**src/rtl/ccu_snoop_bcast.sv**
```systemverilog
// Snoop broadcast / response-merge stage.
// Multicasts one upstream AC request to every cache selected by the domain mask,
// ORs the CR responses together, forwards a single CD stream upstream and drains
// any redundant data streams. One snoop transaction is in flight at a time.
//
// Optional feature: define CCU_SNOOP_BCAST_DIRTY_ERR_EN to flag Error in the merged
// response when more than one cache returns PassDirty.
//
// Merged resp bits: [4] WasUnique, [3] IsShared, [2] PassDirty, [1] Error,
// [0] DataTransfer.
module ccu_snoop_bcast #(
  parameter int unsigned NoMstPorts = 4,
  parameter int unsigned AddrWidth  = 32,
  parameter int unsigned DataWidth  = 32
) (
  input  logic                            clk_i,
  input  logic                            rst_ni,
  // Upstream snoop port (from the CCU snoop path)
  input  logic                            slv_ac_valid_i,
  output logic                            slv_ac_ready_o,
  input  logic [AddrWidth-1:0]            slv_ac_addr_i,
  input  logic [3:0]                      slv_ac_snoop_i,
  input  logic [2:0]                      slv_ac_prot_i,
  output logic                            slv_cr_valid_o,
  input  logic                            slv_cr_ready_i,
  output logic [4:0]                      slv_cr_resp_o,
  output logic                            slv_cd_valid_o,
  input  logic                            slv_cd_ready_i,
  output logic [DataWidth-1:0]            slv_cd_data_o,
  output logic                            slv_cd_last_o,
  // Target caches, sampled with the upstream AC handshake
  input  logic [NoMstPorts-1:0]           domain_mask_i,
  // Downstream snoop ports (one per cache); AC payload is broadcast
  output logic [NoMstPorts-1:0]           mst_ac_valid_o,
  input  logic [NoMstPorts-1:0]           mst_ac_ready_i,
  output logic [AddrWidth-1:0]            mst_ac_addr_o,
  output logic [3:0]                      mst_ac_snoop_o,
  output logic [2:0]                      mst_ac_prot_o,
  input  logic [NoMstPorts-1:0]           mst_cr_valid_i,
  output logic [NoMstPorts-1:0]           mst_cr_ready_o,
  input  logic [NoMstPorts*5-1:0]         mst_cr_resp_i,
  input  logic [NoMstPorts-1:0]           mst_cd_valid_i,
  output logic [NoMstPorts-1:0]           mst_cd_ready_o,
  input  logic [NoMstPorts*DataWidth-1:0] mst_cd_data_i,
  input  logic [NoMstPorts-1:0]           mst_cd_last_i
);

  localparam int unsigned IdxW = (NoMstPorts > 1) ? $clog2(NoMstPorts) : 1;

  typedef enum logic [2:0] {StIdle, StAc, StCr, StResp, StCd} state_e;

  state_e                 state_q;
  logic [AddrWidth-1:0]   ac_addr_q;
  logic [3:0]             ac_snoop_q;
  logic [2:0]             ac_prot_q;
  logic [NoMstPorts-1:0]  ac_pend_q;    // AC handshake still outstanding
  logic [NoMstPorts-1:0]  cr_pend_q;    // CR response still outstanding
  logic [NoMstPorts-1:0]  dt_q;         // ports that reported DataTransfer
  logic [NoMstPorts-1:0]  drain_pend_q; // redundant CD streams not yet at last
  logic [4:0]             resp_q;
  logic [IdxW-1:0]        src_q;
  logic                   src_found_q;
  logic                   src_pend_q;   // source CD stream not yet at last

  logic [NoMstPorts-1:0]  cr_hs;
  logic [NoMstPorts-1:0]  cr_dt;
  logic [4:0]             cr_or;
  logic [IdxW-1:0]        src_sel;
  logic                   src_hit;
  logic [NoMstPorts-1:0]  src_onehot;
  logic                   src_cd_valid;
  logic [DataWidth-1:0]   src_cd_data;
  logic                   src_cd_last;
  logic                   src_last_done;
  logic [NoMstPorts-1:0]  drain_done;
  logic [NoMstPorts-1:0]  ac_left;
  logic [NoMstPorts-1:0]  cr_left;
  logic [NoMstPorts-1:0]  drain_left;
  logic                   err_set;

  // Upstream-facing outputs come straight from state registers.
  assign slv_ac_ready_o = (state_q == StIdle);
  assign slv_cr_valid_o = (state_q == StResp);
  assign slv_cr_resp_o  = resp_q;

  assign mst_ac_addr_o  = ac_addr_q;
  assign mst_ac_snoop_o = ac_snoop_q;
  assign mst_ac_prot_o  = ac_prot_q;
  assign mst_ac_valid_o = ac_pend_q & {NoMstPorts{state_q == StAc}};
  assign mst_cr_ready_o = cr_pend_q & {NoMstPorts{state_q == StCr}};

  // Merge all CR handshakes of this cycle and pick the lowest-index data source.
  always_comb begin
    cr_hs   = mst_cr_valid_i & mst_cr_ready_o;
    cr_or   = '0;
    cr_dt   = '0;
    src_sel = '0;
    src_hit = 1'b0;
    for (int i = 0; i < NoMstPorts; i++) begin
      if (cr_hs[i]) begin
        cr_or    = cr_or | mst_cr_resp_i[i*5 +: 5];
        cr_dt[i] = mst_cr_resp_i[i*5];
        if (mst_cr_resp_i[i*5] && !src_hit) begin
          src_sel = IdxW'(i);
          src_hit = 1'b1;
        end
      end
    end
  end

`ifdef CCU_SNOOP_BCAST_DIRTY_ERR_EN
  logic [1:0] dirty_cnt_q;
  logic [1:0] dirty_cnt_d;

  // Count PassDirty responders, saturating at two.
  always_comb begin
    dirty_cnt_d = dirty_cnt_q;
    for (int i = 0; i < NoMstPorts; i++) begin
      if (cr_hs[i] && mst_cr_resp_i[i*5+2] && (dirty_cnt_d != 2'd2)) begin
        dirty_cnt_d = dirty_cnt_d + 2'd1;
      end
    end
  end

  assign err_set = (dirty_cnt_d == 2'd2);

  // Dirty counter restarts with every new transaction.
  always_ff @(posedge clk_i or negedge rst_ni) begin
    if (!rst_ni) begin
      dirty_cnt_q <= 2'd0;
    end else if (state_q == StIdle) begin
      dirty_cnt_q <= 2'd0;
    end else begin
      dirty_cnt_q <= dirty_cnt_d;
    end
  end
`else
  assign err_set = 1'b0;
`endif

  // Select the source port's CD channel.
  always_comb begin
    src_onehot   = '0;
    src_cd_valid = 1'b0;
    src_cd_data  = '0;
    src_cd_last  = 1'b0;
    for (int i = 0; i < NoMstPorts; i++) begin
      if (IdxW'(i) == src_q) begin
        src_onehot[i] = 1'b1;
        src_cd_valid  = mst_cd_valid_i[i];
        src_cd_data   = mst_cd_data_i[i*DataWidth +: DataWidth];
        src_cd_last   = mst_cd_last_i[i];
      end
    end
  end

  // Source CD is a combinational pass-through; redundant streams are sunk.
  assign slv_cd_valid_o = (state_q == StCd) && src_pend_q && src_cd_valid;
  assign slv_cd_data_o  = src_cd_data;
  assign slv_cd_last_o  = src_cd_last;

  always_comb begin
    mst_cd_ready_o = drain_pend_q;
    if ((state_q == StCd) && src_pend_q && slv_cd_ready_i) begin
      mst_cd_ready_o = mst_cd_ready_o | src_onehot;
    end
  end

  assign src_last_done = slv_cd_valid_o && slv_cd_ready_i && src_cd_last;
  assign drain_done    = drain_pend_q & mst_cd_valid_i & mst_cd_last_i;
  assign ac_left       = ac_pend_q & ~mst_ac_ready_i;
  assign cr_left       = cr_pend_q & ~cr_hs;
  assign drain_left    = drain_pend_q & ~drain_done;

  // Transaction FSM: broadcast AC, collect CR, respond upstream, stream CD.
  always_ff @(posedge clk_i or negedge rst_ni) begin
    if (!rst_ni) begin
      state_q      <= StIdle;
      ac_addr_q    <= '0;
      ac_snoop_q   <= '0;
      ac_prot_q    <= '0;
      ac_pend_q    <= '0;
      cr_pend_q    <= '0;
      dt_q         <= '0;
      drain_pend_q <= '0;
      resp_q       <= '0;
      src_q        <= '0;
      src_found_q  <= 1'b0;
      src_pend_q   <= 1'b0;
    end else begin
      unique case (state_q)
        StIdle: begin
          if (slv_ac_valid_i) begin
            ac_addr_q    <= slv_ac_addr_i;
            ac_snoop_q   <= slv_ac_snoop_i;
            ac_prot_q    <= slv_ac_prot_i;
            ac_pend_q    <= domain_mask_i;
            cr_pend_q    <= domain_mask_i;
            dt_q         <= '0;
            drain_pend_q <= '0;
            resp_q       <= '0;
            src_q        <= '0;
            src_found_q  <= 1'b0;
            src_pend_q   <= 1'b0;
            state_q      <= (|domain_mask_i) ? StAc : StResp;
          end
        end
        StAc: begin
          ac_pend_q <= ac_left;
          if (ac_left == '0) begin
            state_q <= StCr;
          end
        end
        StCr: begin
          cr_pend_q <= cr_left;
          resp_q    <= resp_q | cr_or | {3'b000, err_set, 1'b0};
          dt_q      <= dt_q | cr_dt;
          if (!src_found_q && src_hit) begin
            src_q       <= src_sel;
            src_found_q <= 1'b1;
          end
          if (cr_left == '0) begin
            state_q <= StResp;
          end
        end
        StResp: begin
          if (slv_cr_ready_i) begin
            if (src_found_q) begin
              src_pend_q   <= 1'b1;
              drain_pend_q <= dt_q & ~src_onehot;
              state_q      <= StCd;
            end else begin
              state_q <= StIdle;
            end
          end
        end
        StCd: begin
          if (src_last_done) begin
            src_pend_q <= 1'b0;
          end
          drain_pend_q <= drain_left;
          if ((src_last_done || !src_pend_q) && (drain_left == '0)) begin
            state_q <= StIdle;
          end
        end
        default: state_q <= StIdle;
      endcase
    end
  end

endmodule

```
**config.mk**
```make
export PLATFORM = sky130hd
export DESIGN_NAME = ccu_snoop_bcast
export DESIGN_NICKNAME = d
export VERILOG_FILES = /design/src/rtl/ccu_snoop_bcast.sv
export SDC_FILE = /design/constraint.sdc
export NUM_CORES = 1
export LEC_CHECK = 0
export CAP_MARGIN = 15
export CELL_PAD_IN_SITES_DETAIL_PLACEMENT = 1
export CELL_PAD_IN_SITES_GLOBAL_PLACEMENT = 1
export CORE_ASPECT_RATIO = 0.5
export CORE_UTILIZATION = 21
export DETAILED_ROUTE_END_ITERATION = 8
export PLACE_DENSITY = 0.81
export RECOVER_POWER = 100
export SETUP_SLACK_MARGIN = 0.5
export SYNTH_ARGS = -nofsm -noshare
export SYNTH_HDL_FRONTEND = slang
export SYNTH_SLANG_ARGS = --single-unit
```
**constraint.sdc**
```tcl
create_clock -name clk_i -period 1.75 [get_ports clk_i]
set_clock_uncertainty 0.2 [all_clocks]
set_input_delay 0.175 -clock clk_i [delete_from_list [all_inputs] [get_ports clk_i]]
set_output_delay 0.175 -clock clk_i [all_outputs]
set_load 0.1 [all_outputs]
```
### Word-level counts from Yosys, hierarchy flattened

Cells that the tools add are included.

* bitwise logic cells: 19
* equality and inequality tests: 15
* mux-type cells: 67
* reductions and logical operators: 32

Operator list (number)
* 32-bit two-way mux: 4
* 4-bit AND: 9
* 1-bit two-way mux: 31
* 5-bit two-way mux: 5
* 4-bit one-hot mux with 2 select lines: 3
* 4-bit two-way mux: 5
* 5-bit OR: 4
* 3-bit two-way mux: 6
* 4-bit inverter: 4
* 3-bit one-hot mux with 5 select lines: 1
* 2-bit two-way mux: 7
* 4-bit zero test: 3
* 2-bit by 1-bit inequality test with 1-bit output (second input constant): 6
* 4-bit one-hot mux with 3 select lines: 1
* 1-bit logical AND: 10
* 5-bit one-hot mux with 2 select lines: 1
* 5-bit AND reduction: 2
* 4-bit OR: 2
* 3-bit by 2-bit == test with 1-bit output (second input constant): 2
* 2-bit AND reduction: 3
* 1-bit zero test: 5
* 2-bit == test (first input constant): 2
* 2-bit inequality test (second input constant): 2
* 2-bit one-hot mux with 2 select lines: 1
* other kinds (13): 14

* flip-flop bits (word level): 67
* logic and storage cells: 145
* input bits: 212
* output and inout bits: 92

### Logic depth before layout (Yosys ltp)

Gate-level depths: netlist (run 1).

* word-level depth: 19
* depth in mapped cells: 7
* depth with buffers taken out: 5

### Worst setup path after synthesis (run 1)

No wires, ideal clock.

* path type: reg2reg
* start point: reg state_q[1]
* end point: reg resp_q[1] (netlist: slv_cr_resp_o[1])
* period minus slack after synthesis: 4033 ps
* data required time: 1419 ps
* slack: -2283 ps
* buffers on the path: 2
* data arrival time: 3701 ps
* library setup time: 131 ps
* stages on the path, launching flop included: 7
* cells stage by stage: dfrtp_1 buf_2 nor3_1 nand2_1 buf_2 a22oi_1 nand2_1

* elaborated cells between the ends (all ways): 16
* those cells by class: eq/ne: 2; mux: 5; bitwise: 6; reduce/logical: 3

RTL lines
* from (decl): line 52 `state_e state_q;`
* from (signal assigned): line 178 `state_q <= StIdle;`
* from (signal assigned): line 205 `state_q <= (|domain_mask_i) ? StAc : StResp;`
* from (signal assigned): line 211 `state_q <= StCr;`
* 3-bit zero test *
* via slv_ac_ready_o: line 20 `output logic slv_ac_ready_o,`
* 2-bit inequality test (no source line) / 2-bit nonzero test (equally long branches)
* 2-bit AND reduction (no source line)
* to (signal assigned): line 216 `resp_q <= resp_q | cr_or | {3'b000, err_set, 1'b0};`
* to (decl): line 60 `logic [4:0] resp_q;`

The timed path passes the listed nets; every way through them passes the cells marked *.
A chain may end at the register's enable or synchronous reset.

### Worst setup path after layout (run 1)

* start point: reg state_q[0]
* end point: reg drain_pend_q[3]

* word-level cells in the longest chain between the ends: 3
* elaborated cells between the ends (all ways): 9
* those cells by class: eq/ne: 5; mux: 1; reduce/logical: 3

Ends and longest elaborated chain
* 3-bit by 2-bit == test with 1-bit output (tied with other cells): line 191 `unique case (state_q)`
* 2-bit by 1-bit inequality test with 1-bit output (no source line) (tied with other cells)
* 4-bit AND reduction (no source line)
* to (signal assigned): line 230 `drain_pend_q <= dt_q & ~src_onehot;`
* to (signal assigned): line 241 `drain_pend_q <= drain_left;`
* to (decl): line 59 `logic [NoMstPorts-1:0] drain_pend_q;`

Several ways; a longest one is shown, not always the timed one.

==> flow_summary.yaml, run 1 <==
timing:
  tightest_slew_ns: 0.977
  worst_slack_ns: -0.488
  max_freq_ghz: 0.447
  hold_violations: 0
  maxSlewViolCount: 0
  fin_crit_ns: 2.24
  timing.final.crit_share_pct: 128
  setup_viol: 114
  slew_headroom_pct: 34.9
  rsz0062_at_grt: "yes"
worst_setup_path:
  ff2ff_setup_slack_ns: -0.49
  cpMaxStageDelayCell: "dfrtp_2"
  crit_chain: "buf_6 -> buf_6 -> nor4_4 -> a31oi_2 -> and3_4 -> and4_1 -> a221o_1"
  r2r_end: "drain_pend_q[3]"
  path_common_cell: "buf_6"
  end_kind: "register"
  cp.arrival_ns: 2.27
  crit_fanout: 7
  cp_slowest_stage_delay_ns: 0.50
  cp_data_required_time_ns: 1.78
  path_class: "reg -> reg"
  reg2reg_from: "state_q[0]"
  crit_path_start_kind: "register"
  r2r_cells: 7
finish:
  syn_to_final_growth_pct: 165
  layout_common_cells: "clkdlybuf4s50_1 (210), buf_4 (94), buf_12 (72)"
  drive_above_1_share_pct: 58.5
  final_common_cell: "clkdlybuf4s50_1"
  nNetsFinal: 1036
  final_core_util_pct: 58.0
placement:
  place_ws_ns: -0.298
  hpwl_um: 16300
  globalplace.congestion: 0.810
  port_buffers: 303
detailed_routing:
  antenna_left: 0
  wire_per_inst_um: 27.0
  via_per_inst: 5.06
  vias: 5382
  drc: 0
  wirelength_um: 28700
  drt_iter0_markers: 255
  drt_pass1_iterations: 4
hold_path:
  hp-start: "slv_ac_addr_i[4]"
  min_to: "mst_ac_addr_o[4]"
  hold_depth: 3
  hold_class: "in -> reg"
global_route:
  overflow: 0
  grt_pass1_wl_um: 34900
  grt_max_degree: 68
  grt_usage_pct: 24.5
  grt_pass1_vias: 5687
  antenna_found_initial: 2
die:
  initial_core_util_pct: 21.9
  fp.coreArea_um2: 17700
  die_h_um: 98.2
  die_area_um2: 19100
  die_x_um: 194
  ios: 304
  num_rows: 34
yosys:
  synthDistinctLibCells: 43
  ys_seq_area_share_pct: 43.1
  ys_ff_latch: 67
  syn-num-nets: 596
  synth_warnings: 0
  synthCells: 384
  synthTopCellsByArea: "dfrtp_1 (43%), mux4_2 (19%), nand2_1 (13%), buf_2 (1.9%), a22o_1 (1.8%)"
  synth_top_area_share_pct: 43.1
  yosysTopAreaCell: "dfrtp_1"
  synth.avg_cell_area_um2: 10.1
  netlist_area_um2: 3890
clock_network:
  clk-insertion-delay-late_ns: 0.35
  htreeDepth: 3
  clkSinkCount: 67
  clkTransAtPathRegs_ns: 0.07
  cts_buffers: 9
  cts_tree: "done"
  cts_root_buf: "clkbuf_16"
  cts_buffer_depth: 2
power:
  power_w: 0.0223
  powerDensity_nw_per_um2: 2160
  power_leakage_nw: 4.50
  max-vdd-ir-drop_mv: 1.13
status:
  outcome: "finished with violations"
  violations: "negative setup slack"
flow_run:
  drv_cap: 0
-- flip-flops by register name, summed over array words and instances (netlist names) --
register and cells:
slv_cr_resp_o 5, mst_ac_prot_o 3, state_q 3, src_pend_q 1, cr_pend_q 4, mst_ac_addr_o 32, src_q 2, ac_pend_q 4
src_found_q 1, drain_pend_q 4, mst_ac_snoop_o 4, dt_q 4
-- Yosys cell counts --
| cell type | count |
|---|---|
| buf_4 | 3 |
| a31oi_1 | 1 |
| a21oi_2 | 1 |
| a2bb2oi_2 | 1 |
| nand2b_1 | 7 |
| nor3_1 | 3 |
| a22oi_1 | 4 |
| a211o_1 | 1 |
| o211a_1 | 1 |
| a221o_1 | 4 |
| o2111ai_1 | 1 |
| a221oi_1 | 1 |
| a21o_1 | 4 |
| clkbuf_1 | 6 |
| or3_1 | 1 |
| nor2_1 | 12 |
| nand3_1 | 3 |
| buf_2 | 15 |
| nand2_1 | 138 |
| buf_6 | 1 |
| nand3b_1 | 1 |
| o31ai_1 | 1 |
| dfrtp_1 | 67 |
| and4bb_2 | 1 |
| a2111oi_0 | 1 |
| nor4_2 | 1 |
| and4_1 | 1 |
| nor3b_2 | 2 |
| o21ai_0 | 9 |
| a21boi_0 | 4 |
| and3_1 | 10 |
| mux2i_1 | 3 |
| nand4_1 | 4 |
| a21oi_1 | 8 |
| nand4b_1 | 1 |
| o21bai_1 | 2 |
| o41ai_1 | 2 |
| and2_1 | 3 |
| a22o_1 | 8 |
| inv_1 | 8 |
| a222oi_1 | 4 |
| o22ai_1 | 2 |
| mux4_2 | 33 |
-- logic make-up (layout without fill, tap and decap cells) --
family,after synthesis,in the layout,synth area share (%)
other,0,1,0
AOI/OAI and AO/OA,60,60,11.6
and+or+nand+nor,188,188,21.2
buffers and inverters,33,478,4.15
muxes,36,36,19.9
DFF,67,67,43.1
-- layout make-up --
type / count / area [µm²]
repair buffers: 454 / 5090
multi-input cells: 284 / 2860
clock inverters: 6 / 40.0
flip-flops and latches: 67 / 1730
inverters: 8 / 30.0
fillers: 1797 / 7450
diodes: 1 / 2.50
well taps: 234 / 293
clock buffers: 10 / 239
-- repair_timing --
action                                  in CTS  in global routing
pin swaps                                   13                123
cloned                                       9                  6
resized for setup                           55                178
setup buffers                               22                 59
hold buffers                                 1                  0
endpoints found under the hold margin       67                  0
endpoints found under the setup margin     159                159
-- how the worst max path moves through the flow --
stage                              start           endpoint  slack (ns)
after floorplan               state_q[0]  mst_cd_ready_o[0]       -0.64
after global placement    slv_ac_valid_i    drain_pend_q[3]       -0.19
after detailed placement      state_q[0]        src_found_q       -0.30
after CTS                     state_q[1]  mst_cd_ready_o[1]       -0.46
after global routing          state_q[0]    drain_pend_q[3]       -0.51
final                         state_q[0]    drain_pend_q[3]       -0.49
-- critical path: cells and delay by family (launching register included) --
family / cells / cell delay (ns)
AOI/OAI and AO/OA: 2 / 0.37
buffers and inverters: 2 / 0.28
DFF: 1 / 0.50
and+or+nand+nor: 3 / 0.76
-- metrics by stage --
| stage | setup TNS [ns] | hold WS [ns] | instances | area, µm² |
|---|---|---|---|---|
| after CTS | -29.27 | 0.158 | 998 | 9660 |
| after floorplan | -40.32 | -0.321 | 384 | 4220 |
| after global placement | -5.66 | 0.0285 | 950 | 8680 |
| final | -41.30 | 0.174 | 1064 | 10300 |
| after global routing | -46.55 | 0.190 | 1063 | 10300 |
| after detailed placement | -8.78 | 0.0474 | 950 | 8680 |
-- power by group --
| group | total [W] | internal (W) | switching (W) | leakage [nW] |
|---|---|---|---|---|
| combinational | 0.0175 | 0.00649 | 0.0110 | 3.56 |
| sequential | 0.00304 | 0.00232 | 0.000720 | 0.802 |
| clock | 0.00178 | 0.000998 | 0.000781 | 0.139 |
| total | 0.0223 | 0.00981 | 0.0125 | 4.50 |
-- metal layers --
metal	share of wire, %	vias to the layer above	GRT usage, %
met1	36	2760	24.7
met2	53	246	48.4
met5	0.045	-	0
met3	5.8	97	6.01
met4	4.5	2	9.34
li1	-	2277	-
(Power assumes the default switching activity.)
==> run 2: changes to the inputs <==
- GPL_TIMING_DRIVEN: not set -> 0
- REMOVE_ABC_BUFFERS: not set -> 1
==> flow_summary.yaml, run 2 (same netlist as run 1, synthesis figures left out) <==
status:
  violations: "negative setup slack"
  outcome: "finished with violations"
clock_network:
  clkSinkCount: 67
  clk-insertion-delay-late_ns: 0.34
  clkTransAtPathRegs_ns: 0.06
  cts_tree: "done"
  cts_buffer_depth: 2
  cts_root_buf: "clkbuf_16"
  cts_buffers: 9
  htreeDepth: 3
flow_run:
  drv_cap: 0
finish:
  final_core_util_pct: 53.7
  layout_common_cells: "clkdlybuf4s50_1 (209), dfrtp_1 (62), buf_4 (56)"
  stdcell_area_um2: 9530
  nNetsFinal: 998
  final_common_cell: "clkdlybuf4s50_1"
  drive_above_1_share_pct: 50.9
  largest_register_ffs: 32
  insertedDiodeCount: 0
  syn_to_final_growth_pct: 145
die:
  die_area_um2: 19100
  fp.coreArea_um2: 17700
  die_x_um: 194
  initial_core_util_pct: 21.9
  ios: 304
  die_h_um: 98.2
  num_rows: 34
power:
  power_w: 0.0205
  max-vdd-ir-drop_mv: 0.913
  powerDensity_nw_per_um2: 2150
  power_leakage_nw: 4.32
timing:
  slew_headroom_pct: 40.8
  max_freq_ghz: 0.447
  holdWs_ns: 0.172
  maxSlewViolCount: 0
  rsz0062_at_grt: "yes"
  fin_crit_ns: 2.24
  timing.final.crit_share_pct: 128
  hold_violations: 0
  setup_viol: 114
  tightest_slew_ns: 0.887
  worst_slack_ns: -0.490
worst_setup_path:
  ff2ff_setup_slack_ns: -0.46
  cp.arrival_ns: 1.86
  path_class: "reg -> out"
  cp_data_required_time_ns: 1.37
  end_kind: "output pin"
  crit_fanout: 10
  crit_path_start_kind: "register"
global_route:
  overflow: 0
  grt_pass1_wl_um: 34900
  grt_max_degree: 49
  antenna_found_initial: 1
  grt_usage_pct: 24.4
  grt_pass1_vias: 5433
placement:
  port_buffers: 303
  hpwl_um: 14000
  globalplace.congestion: 0.776
  postPlaceCellArea_um2: 7180
detailed_routing:
  drc: 0
  drt_iter0_markers: 254
  wire_per_inst_um: 26.2
  vias: 5167
  drt_pass1_iterations: 4
  antenna_left: 0
  wirelength_um: 26800
  via_per_inst: 5.04
hold_path:
  hold_class: "in -> async"
run 2: worst max-delay path, cell delays in order, from the launching register on:
cell     delay, ns
dfrtp_4       0.54
buf_8         0.21
mux4_2        0.52
buf_4         0.25
run 2: final timing paths:
kind,endpoint,from,cells past startpoint
worst max-delay path,slv_cd_data_o[19],src_q[0],3
worst min-delay path,mst_ac_addr_o[5],rst_ni,2
worst max register to register,src_found_q,state_q[0],7
worst min register to register,mst_ac_addr_o[25],mst_ac_addr_o[25],2
max in group asynchronous,src_q[1],rst_ni,3
min in group clk_i,mst_ac_addr_o[31],slv_ac_addr_i[31],3
run 2: what timing repair did:
action,CTS,global route
gates cloned,12,1
hold endpoints to repair,67,0
setup endpoints to repair,159,159
hold buffers,1,0
setup buffers,62,33
resized for setup,913,111
pin swaps,77,55
run 2: cell type report:
cell class                      instances  area (µm²)
Inverter                                8        32.5
Timing Repair Buffer                  414        4390
Fill cell                            1855        8210
Sequential cell                        67        1690
Clock buffer                            9         225
Multi-Input combinational cell        286        2840
Tap cell                              234         293
Clock inverter                          7        68.8
run 2: stage by stage:
stage          setup TNS, ns  setup WS, ns  cells
6_report              -40.89        -0.490   1025
5_1_grt               -46.29        -0.541   1025
4_1_cts               -31.14        -0.476    991
3_5_place_dp          -91.90         -1.52    900
3_3_place_gp         -327.77         -2.52    896
2_1_floorplan        -247.66         -3.35    359
run 2: per-layer routing:
metal	global-route usage (%)	up-vias	part of all wire [%]
met5	0	-	0.041
met4	6.65	2	2.6
met3	3.42	53	4.6
met2	45.1	205	54
met1	29.6	2709	39
li1	-	2198	-
run 2: power by group:
part / total, W / switching [W] / leakage (nW) / internal, W
Combinational: 0.0157 / 0.0104 / 3.33 / 0.00526
Clock: 0.00185 / 0.000752 / 0.141 / 0.00110
Sequential: 0.00293 / 0.000680 / 0.851 / 0.00225
